**src/rtl/data_sramlike_wbuf_bridge_if.sv**
```systemverilog
// Sram-like data bus between the CPU data bridge (master) and the interconnect (slave).
interface data_sramlike_wbuf_bridge_if #(
    parameter int unsigned ADDR_W = 32
);
    logic              data_req;
    logic              data_wr;
    logic [1:0]        data_size;
    logic [ADDR_W-1:0] data_addr;
    logic [31:0]       data_wdata;
    logic [31:0]       data_rdata;
    logic              data_addr_ok;
    logic              data_data_ok;

    modport master (
        output data_req, data_wr, data_size, data_addr, data_wdata,
        input  data_rdata, data_addr_ok, data_data_ok
    );

    modport slave (
        input  data_req, data_wr, data_size, data_addr, data_wdata,
        output data_rdata, data_addr_ok, data_data_ok
    );
endinterface

```
**src/rtl/data_sramlike_wbuf_bridge.sv**
```systemverilog
// CPU data-port bridge: sram-style CPU port to sram-like bus. Stores are posted into a
// FIFO write buffer that drains in the background; loads wait for a full drain, issue a
// single bus read and hold the result while the pipeline stays frozen.
module data_sramlike_wbuf_bridge #(
    parameter int unsigned ADDR_W     = 32,
    parameter int unsigned WBUF_DEPTH = 4
) (
    input  logic                          clk,
    input  logic                          rst,
    input  logic                          cpu_en,
    input  logic [3:0]                    cpu_wen,
    input  logic [ADDR_W-1:0]             cpu_addr,
    input  logic [31:0]                   cpu_wdata,
    input  logic                          ext_stall,
    output logic [31:0]                   cpu_rdata,
    output logic                          cpu_stall,
    data_sramlike_wbuf_bridge_if.master   bus,
    output logic [$clog2(WBUF_DEPTH):0]   wbuf_count
);
    localparam int unsigned PTR_W = $clog2(WBUF_DEPTH);
    localparam int unsigned CNT_W = PTR_W + 1;

    localparam logic [2:0] IDLE    = 3'd0;
    localparam logic [2:0] WR_A    = 3'd1;
    localparam logic [2:0] WR_D    = 3'd2;
    localparam logic [2:0] RD_A    = 3'd3;
    localparam logic [2:0] RD_D    = 3'd4;
    localparam logic [2:0] RD_DONE = 3'd5;

    logic [2:0]        state_q, state_d;
    logic [PTR_W-1:0]  wr_ptr_q, wr_ptr_d;
    logic [PTR_W-1:0]  rd_ptr_q, rd_ptr_d;
    logic [CNT_W-1:0]  count_q, count_d;
    logic [31:0]       rdata_q, rdata_d;
    logic              st_done_q, st_done_d;

    logic [ADDR_W-1:0] ent_addr_q  [WBUF_DEPTH];
    logic [31:0]       ent_wdata_q [WBUF_DEPTH];
    logic [1:0]        ent_size_q  [WBUF_DEPTH];

    logic is_store, is_load, full, push, pop;

    // One-hot strobe is a byte, an aligned pair a half, anything else a word (loads too).
    function automatic logic [1:0] wen_to_size(input logic [3:0] wen);
        logic [1:0] size;
        case (wen)
            4'b0001, 4'b0010, 4'b0100, 4'b1000: size = 2'd0;
            4'b0011, 4'b1100:                   size = 2'd1;
            default:                            size = 2'd2;
        endcase
        return size;
    endfunction

    // Decode the CPU request and the FIFO push/pop strobes.
    always_comb begin
        is_store = cpu_en & (|cpu_wen);
        is_load  = cpu_en & ~(|cpu_wen);
        // Full is judged on the start-of-cycle count: a same-cycle pop does not free a slot.
        full     = (count_q == CNT_W'(WBUF_DEPTH));
        // st_done blocks a second push of a store that is held by ext_stall.
        push     = is_store & ~full & ~st_done_q;
        pop      = ((state_q == WR_A) & bus.data_addr_ok & bus.data_data_ok) |
                   ((state_q == WR_D) & bus.data_data_ok);
        cpu_stall = (is_store & full & ~st_done_q) | (is_load & (state_q != RD_DONE));
    end

    // FIFO pointer, occupancy and held-store bookkeeping.
    always_comb begin
        wr_ptr_d = wr_ptr_q;
        rd_ptr_d = rd_ptr_q;
        if (push) wr_ptr_d = wr_ptr_q + PTR_W'(1);
        if (pop)  rd_ptr_d = rd_ptr_q + PTR_W'(1);
        count_d = count_q + CNT_W'(push) - CNT_W'(pop);

        st_done_d = st_done_q;
        if (push && ext_stall) begin
            st_done_d = 1'b1;
        end else if (!ext_stall) begin
            st_done_d = 1'b0;
        end
    end

    // Transaction FSM: drain the write buffer first, then serve a pending load.
    always_comb begin
        state_d = state_q;
        rdata_d = rdata_q;
        case (state_q)
            IDLE: begin
                if (count_q != '0) begin
                    state_d = WR_A;
                end else if (is_load) begin
                    state_d = RD_A;
                end
            end
            WR_A: begin
                if (bus.data_addr_ok) state_d = bus.data_data_ok ? IDLE : WR_D;
            end
            WR_D: begin
                if (bus.data_data_ok) state_d = IDLE;
            end
            RD_A: begin
                if (bus.data_addr_ok) begin
                    if (bus.data_data_ok) begin
                        rdata_d = bus.data_rdata;
                        state_d = RD_DONE;
                    end else begin
                        state_d = RD_D;
                    end
                end
            end
            RD_D: begin
                if (bus.data_data_ok) begin
                    rdata_d = bus.data_rdata;
                    state_d = RD_DONE;
                end
            end
            RD_DONE: begin
                if (!ext_stall) state_d = IDLE;
            end
            default: state_d = IDLE;
        endcase
    end

    // Bus outputs are driven only in the address phases and are zero otherwise.
    always_comb begin
        bus.data_req   = 1'b0;
        bus.data_wr    = 1'b0;
        bus.data_size  = 2'd0;
        bus.data_addr  = '0;
        bus.data_wdata = 32'd0;
        case (state_q)
            WR_A: begin
                bus.data_req   = 1'b1;
                bus.data_wr    = 1'b1;
                bus.data_size  = ent_size_q[rd_ptr_q];
                bus.data_addr  = ent_addr_q[rd_ptr_q];
                bus.data_wdata = ent_wdata_q[rd_ptr_q];
            end
            RD_A: begin
                bus.data_req  = 1'b1;
                bus.data_size = wen_to_size(cpu_wen);
                bus.data_addr = cpu_addr;
            end
            default: ;
        endcase
    end

    // Control state with asynchronous reset.
    always_ff @(posedge clk or posedge rst) begin
        if (rst) begin
            state_q   <= IDLE;
            wr_ptr_q  <= '0;
            rd_ptr_q  <= '0;
            count_q   <= '0;
            rdata_q   <= 32'd0;
            st_done_q <= 1'b0;
        end else begin
            state_q   <= state_d;
            wr_ptr_q  <= wr_ptr_d;
            rd_ptr_q  <= rd_ptr_d;
            count_q   <= count_d;
            rdata_q   <= rdata_d;
            st_done_q <= st_done_d;
        end
    end

    // Buffer storage needs no reset: entries are only read while counted as valid.
    always_ff @(posedge clk) begin
        if (push) begin
            ent_addr_q[wr_ptr_q]  <= cpu_addr;
            ent_wdata_q[wr_ptr_q] <= cpu_wdata;
            ent_size_q[wr_ptr_q]  <= wen_to_size(cpu_wen);
        end
    end

    assign cpu_rdata  = rdata_q;
    assign wbuf_count = count_q;

endmodule
```
**src/flat_wrapper.sv**
```systemverilog
// flat-port wrapper written by rule: the top's interface ports become plain ports
module data_sramlike_wbuf_bridge_flat 
#(
    parameter int unsigned ADDR_W     = 32,
    parameter int unsigned WBUF_DEPTH = 4
)
  (clk, rst, cpu_en, cpu_wen, cpu_addr, cpu_wdata, ext_stall, cpu_rdata, cpu_stall, wbuf_count, bus_data_req, bus_data_wr, bus_data_size, bus_data_addr, bus_data_wdata, bus_data_rdata, bus_data_addr_ok, bus_data_data_ok);
  data_sramlike_wbuf_bridge_if #(.ADDR_W(ADDR_W)) bus_i ();
  input  logic clk;
  input  logic rst;
  input  logic cpu_en;
  input  logic [3:0] cpu_wen;
  input  logic [ADDR_W-1:0] cpu_addr;
  input  logic [31:0] cpu_wdata;
  input  logic ext_stall;
  output logic [31:0] cpu_rdata;
  output logic cpu_stall;
  output logic [$clog2(WBUF_DEPTH):0] wbuf_count;
  output wire logic [$bits(bus_i.data_req)-1:0] bus_data_req;
  output wire logic [$bits(bus_i.data_wr)-1:0] bus_data_wr;
  output wire logic [$bits(bus_i.data_size)-1:0] bus_data_size;
  output wire logic [$bits(bus_i.data_addr)-1:0] bus_data_addr;
  output wire logic [$bits(bus_i.data_wdata)-1:0] bus_data_wdata;
  input wire logic [$bits(bus_i.data_rdata)-1:0] bus_data_rdata;
  input wire logic [$bits(bus_i.data_addr_ok)-1:0] bus_data_addr_ok;
  input wire logic [$bits(bus_i.data_data_ok)-1:0] bus_data_data_ok;
  assign bus_data_req = bus_i.data_req;
  assign bus_data_wr = bus_i.data_wr;
  assign bus_data_size = bus_i.data_size;
  assign bus_data_addr = bus_i.data_addr;
  assign bus_data_wdata = bus_i.data_wdata;
  assign bus_i.data_rdata = bus_data_rdata;
  assign bus_i.data_addr_ok = bus_data_addr_ok;
  assign bus_i.data_data_ok = bus_data_data_ok;
  data_sramlike_wbuf_bridge #(.ADDR_W(ADDR_W), .WBUF_DEPTH(WBUF_DEPTH)) u_core (.clk(clk), .rst(rst), .cpu_en(cpu_en), .cpu_wen(cpu_wen), .cpu_addr(cpu_addr), .cpu_wdata(cpu_wdata), .ext_stall(ext_stall), .cpu_rdata(cpu_rdata), .cpu_stall(cpu_stall), .bus(bus_i), .wbuf_count(wbuf_count));
endmodule
```
**config.mk**
```make
export PLATFORM = sky130hd
export DESIGN_NAME = data_sramlike_wbuf_bridge_flat
export DESIGN_NICKNAME = d
export VERILOG_FILES = /design/src/rtl/data_sramlike_wbuf_bridge_if.sv /design/src/rtl/data_sramlike_wbuf_bridge.sv /design/src/flat_wrapper.sv
export SDC_FILE = /design/constraint.sdc
export NUM_CORES = 1
export LEC_CHECK = 0
export ABC_AREA = 1
export ABC_CLOCK_PERIOD_IN_PS = 7400
export BUFFER_PORTS_ARGS = -buffer_cell sky130_fd_sc_hd__buf_2
export CELL_PAD_IN_SITES_DETAIL_PLACEMENT = 0
export CELL_PAD_IN_SITES_GLOBAL_PLACEMENT = 2
export CORE_AREA = 5 5 185 187
export DETAILED_ROUTE_END_ITERATION = 16
export DIE_AREA = 0 0 190 192
export MAX_ROUTING_LAYER = met4
export PLACE_DENSITY = 0.95
export SYNTH_ARGS = -nofsm -noshare
export SYNTH_HDL_FRONTEND = slang
export SYNTH_SLANG_ARGS = --single-unit
```
**constraint.sdc**
```tcl
create_clock -name clk -period 7.4 [get_ports clk]
set_input_delay 1.11 -clock clk [delete_from_list [all_inputs] [get_ports clk]]
set_output_delay 1.11 -clock clk [all_outputs]
set_load 0.1 [all_outputs]
```
# Word-level counts from Yosys, hierarchy flattened
# Memory sizes are Yosys's and may differ from the RTL's.
# Index checks and enable logic that the tools add are counted.
# op_classes
eq_ne	20
n_reduce_logical	10
n_bitwise	15
mux	24
n_addsub	4
# op_table
operator	n
$pmux W32 S2	2
$mux W32	3
$mux W3	7
$pmux W3 S6	1
$and A1 B1 Y1	10
$ne A2 B2 Y1 const B	5
$eq A3 B3 Y1 const B	3
$eq A4 B2 Y1 const B	2
$eq A4 B4 Y1 const B	2
$pmux W2 S2	2
$reduce_or A4 Y1	2
$mux W1	7
$eq A3 B2 Y1 const B	2
$reduce_and A6 Y1	1
$add A2 B1 Y2 const B	2
$eq A4 B1 Y1 const B	1
$eq A4 B3 Y1 const B	1
$mux W2	2
$reduce_or A2 Y1	2
$add A3 B1 Y3	1
$eq A3 B1 Y1 const B	1
$logic_not A3 Y1	1
$ne A3 B1 Y1 const B	1
$ne A3 B3 Y1 const B	1
8 further kinds	11
# totals
ram_bits	264
elab_cells	82
mem_count	3
reg_bits	43
in_bits	106
out_inout_bits	104
# mem_list
memory	depth	word_bits	read_ports	rd_clocked_by_memory_dff	wr	line	text
u_core.ent_addr_q	4	32	1	0	1	data_sramlike_wbuf_bridge.sv:37	logic [ADDR_W-1:0] ent_addr_q [WBUF_DEPTH];
u_core.ent_wdata_q	4	32	1	0	1	data_sramlike_wbuf_bridge.sv:38	logic [31:0] ent_wdata_q [WBUF_DEPTH];
u_core.ent_size_q	4	2	1	0	1	data_sramlike_wbuf_bridge.sv:39	logic [1:0] ent_size_q [WBUF_DEPTH];

# Longest topological paths before layout
# logic_depth
depth_word	6
depth_mapped	11
depth_no_buf	11

# Least setup slack after synthesis
# No wires, ideal clock.
# synth_timing
path_type	reg2reg
from	reg u_core.count_q[1], in the netlist u_core.wbuf_count[1]
to	mem u_core.ent_addr_q[0][0], enable pin
path_buffers	0
required_ps	6909
stages_incl_launch_ff	7
path_slack_ps	2524
setup_time_ps	491
t_arrival_ps	4385
synth_period_minus_slack_ps	4876
cell_sequence	dfrtp_1 inv_1 nand2_1 nor2_1 nor2_1 nand2_1 nor2_1
# synth_between
elab_chain_cells	6
# synth_lines
item	line	text
from (decl)	data_sramlike_wbuf_bridge.sv:33	logic [CNT_W-1:0] count_q, count_d;
from (signal assigned)	data_sramlike_wbuf_bridge.sv:161	count_q <= count_d;
$eq A3 B3 Y1	data_sramlike_wbuf_bridge.sv:59	full = (count_q == CNT_W'(WBUF_DEPTH));
$not A1 Y1	data_sramlike_wbuf_bridge.sv:61	push = is_store & ~full & ~st_done_q;
$and A1 B1 Y1 (2 in a row)	data_sramlike_wbuf_bridge.sv:61	
$mux W1	data_sramlike_wbuf_bridge.sv:169	if (push) begin
$mux W1 (not written as such)	data_sramlike_wbuf_bridge.sv:170	ent_addr_q[wr_ptr_q] <= cpu_addr;
to (decl)	data_sramlike_wbuf_bridge.sv:37	
# No other way between the ends.

# Worst setup path in the final report
# layout_timing
from	reg u_core.rd_ptr_q[0]
to	out bus_data_wdata[7]
# layout_between
elab_chain_cells	2
# layout_lines
item	line	text
from (decl)	data_sramlike_wbuf_bridge.sv:32	logic [PTR_W-1:0] rd_ptr_q, rd_ptr_d;
from (signal assigned)	data_sramlike_wbuf_bridge.sv:160	rd_ptr_q <= rd_ptr_d;
$mem_v2 Z4 W32	n/a	
$mux W32	data_sramlike_wbuf_bridge.sv:131	case (state_q)
to (decl)	flat_wrapper.sv:23	output wire logic [$bits(bus_i.data_wdata)-1:0] bus_data_wdata;
# No other way between the ends.

==> results.cfg <==
[clock_network]
cts.sinks = 307
path_clk_slew_ns = 0.06
htreeDepth = 1
clockRootBuffer = clkbuf_16
postCtsHoldBufs = 0
clkLatencyLatePin_ns = 0.54
cts_resized = 0
cts_setup_buffers = 0
cts_buffer_depth = 3
cts_buffers = 31
cts_tree = done

[timing]
fin_crit_ns = 4.56
min_period_over_period_pct = 61.6
finClkSkew_ns = 0.0122
final.setup.tns_ns = 0
rsz0062_at_grt = false
slew_violations = 0
hold_ws_ns = 0.487
fmax_ghz = 0.219
setup_viol = 0
worst-slew-pin-transition_ns = 0.978
maxSlewHeadroom_pct = 34.6
hold_viol = 0

[detailed_routing]
vias = 8287
ant_nets = 0
first_iter_violations = 430
wl_um = 28700
avgViaCountPerCell = 4.72
drc = 0
dr.pass1.iters = 4
post_drt_wl_per_cell_um = 16.3

[die]
start_util_pct = 38.6
die_width_um = 190
dieArea_um2 = 36500
ios = 210
die_h_um = 192
design.core.area_um2 = 32300
rows = 66

[synthesis]
yosys.area_share.simple_pct = 17.5
synthXorXnorAreaFrac_pct = 0.281
syn_inst = 1097
ys_types = 27
syn_area_um2 = 12500
synth_fa_ha_area_share_pct = 0.763
synth_top_family_by_area = simple AND/OR/NAND/NOR gates
synth_seq_cells = 307
yosys-mux-area-fraction_pct = 0
yosysSeqAreaShare_pct = 72.3
syn_nets = 1210
syn_area_per_cell_um2 = 11.4
yosysWarningCount = 0
synth-compound-area-share_pct = 5.29

[layout]
nets = 1402
area_growth_pct = 19.0
layout_commonest_cell = nand2_1
layout-drive-gt1-share_pct = 21.0
final_cell_mix = nand2_1 (271), edfxtp_1 (264), buf_2 (209)

[worst_setup_path]
crit_buf_inv = 3
worstReg2RegStart = u_core.wbuf_count[1]$_DFF_PP0_
rrSetupSlack_ns = 4.39
critical_path.max_stage_delay_ns = 0.72
cp_top_family = buffers and inverters
cp.arrival_ns = 3.45
cp-start-kind = register
end_kind = primary output
cpMaxStageDelayCell = dfrtp_4
crit_fanout = 76
reg2reg_depth = 7
worstSetupPathType = reg2out
path_cells = inv_4, buf_4, o21ai_0, a21oi_1, buf_2
worstReg2RegEnd = u_core.ent_addr_q[3][26]$_DFFE_PP_
cp.required_ns = 6.29

[global_routing]
grt_usage_pct = 15.8
antenna_found_initial = 4
grt_pass1_wl_um = 44600
grt_overflow = 0
grt_max_degree = 79
grt_pass1_vias = 8181
grt_util_met2_pct = 26.4
gr-usage-met3_pct = 3.05
top_usage_layer = met2
met1_usage_pct = 20.3

[worst_hold_path]
hold_path.class = reg2reg
hold_end = u_core.cpu_rdata[1]$_DFFE_PP0P_
hp-start = u_core.cpu_rdata[1]$_DFFE_PP0P_
holdPathStages = 2

[placed_design]
dp_hpwl_um = 16900
gp_congestion = 0.778
portBuffers = 209

[run]
max_cap_violations = 0

[outcome]
status = complete, no violations
how the worst max path moves through the flow:
stage | from | to | depth (start not counted)
after global routing | u_core.rd_ptr_q[0]$_DFFE_PP0N_ | bus_data_wdata[6] | 5
after floorplan | u_core.wbuf_count[1]$_DFF_PP0_ | u_core.ent_addr_q[0][0]$_DFFE_PP_ | 6
after CTS | u_core.rd_ptr_q[0]$_DFFE_PP0N_ | bus_data_addr[13] | 7
final | u_core.rd_ptr_q[0]$_DFFE_PP0N_ | bus_data_wdata[7] | 5
after global placement | u_core.rd_ptr_q[0]$_DFFE_PP0N_ | bus_data_wdata[6] | 5
after detailed placement | u_core.rd_ptr_q[0]$_DFFE_PP0N_ | bus_data_addr[13] | 7
flip-flops by register name, indices dropped and copies added (netlist names):
name,cells
u_core.ent_addr_q,128
u_core.ent_wdata_q,128
u_core.cpu_rdata,32
u_core.ent_size_q,8
u_core.state_q,3
u_core.wbuf_count,3
u_core.rd_ptr_q,2
u_core.wr_ptr_q,2
u_core.st_done_q,1
cells by family after synthesis:
family | Yosys count
AOI/OAI and AO/OA | 131
xor gates and xnor gates | 4
adders and majority gates | 7
buffers and inverters | 118
DFF | 307
and+or+nand+nor | 530
Yosys cell counts (all sizes together):
library cell	count	area, um2
clkinv	1	3.75
xor2	1	8.76
clkbuf	26	97.6
nand2	272	1020
o21a	1	7.51
ha	6	75.1
dfrtp	43	1080
nand4	4	25.0
edfxtp	264	7930
fa	1	20.0
nor3	2	21.3
nand3	111	568
inv	56	210
nor2	141	539
xnor2	3	26.3
a21oi	32	160
o22ai	1	6.26
o21ai	97	485
buf	35	178
worst min-delay path, stage by stage (launching register included):
cell and delay [ns]:
dfrtp_1 0.34, nand2_1 0.05, o21ai_1 0.06
per-stage QoR:
step | utilization (%) | instances | setup slack (ns) | area (um2)
after floorplan | - | 1097 | 2.52 | 12500
after global placement | 43.1 | 1698 | 3.43 | 13900
after detailed placement | 43.1 | 1698 | 3.42 | 13900
after CTS | 45.9 | 1753 | 2.82 | 14800
after global routing | 45.9 | 1757 | 2.59 | 14800
final | 45.9 | 1757 | 2.84 | 14800
layout make-up:
class	instances	area, um2
diodes	4	10.0
inverters	57	216
flip-flops and latches	307	9010
well taps	442	553
clock inverters	16	103
clock buffers	39	806
fillers	2985	17500
multi-input cells	672	3000
repair buffers	220	1130
per-layer routing:
layer / part of all wire [%] / vias up
li1: - / 4126
met1: 44 / 3895
met2: 48 / 232
met3: 6.4 / 34
met4: 1.4 / 0
met5: 0 / -
Power is not shown: default switching activity piles up to over one toggle a cycle in this logic, so the estimate is an artifact.
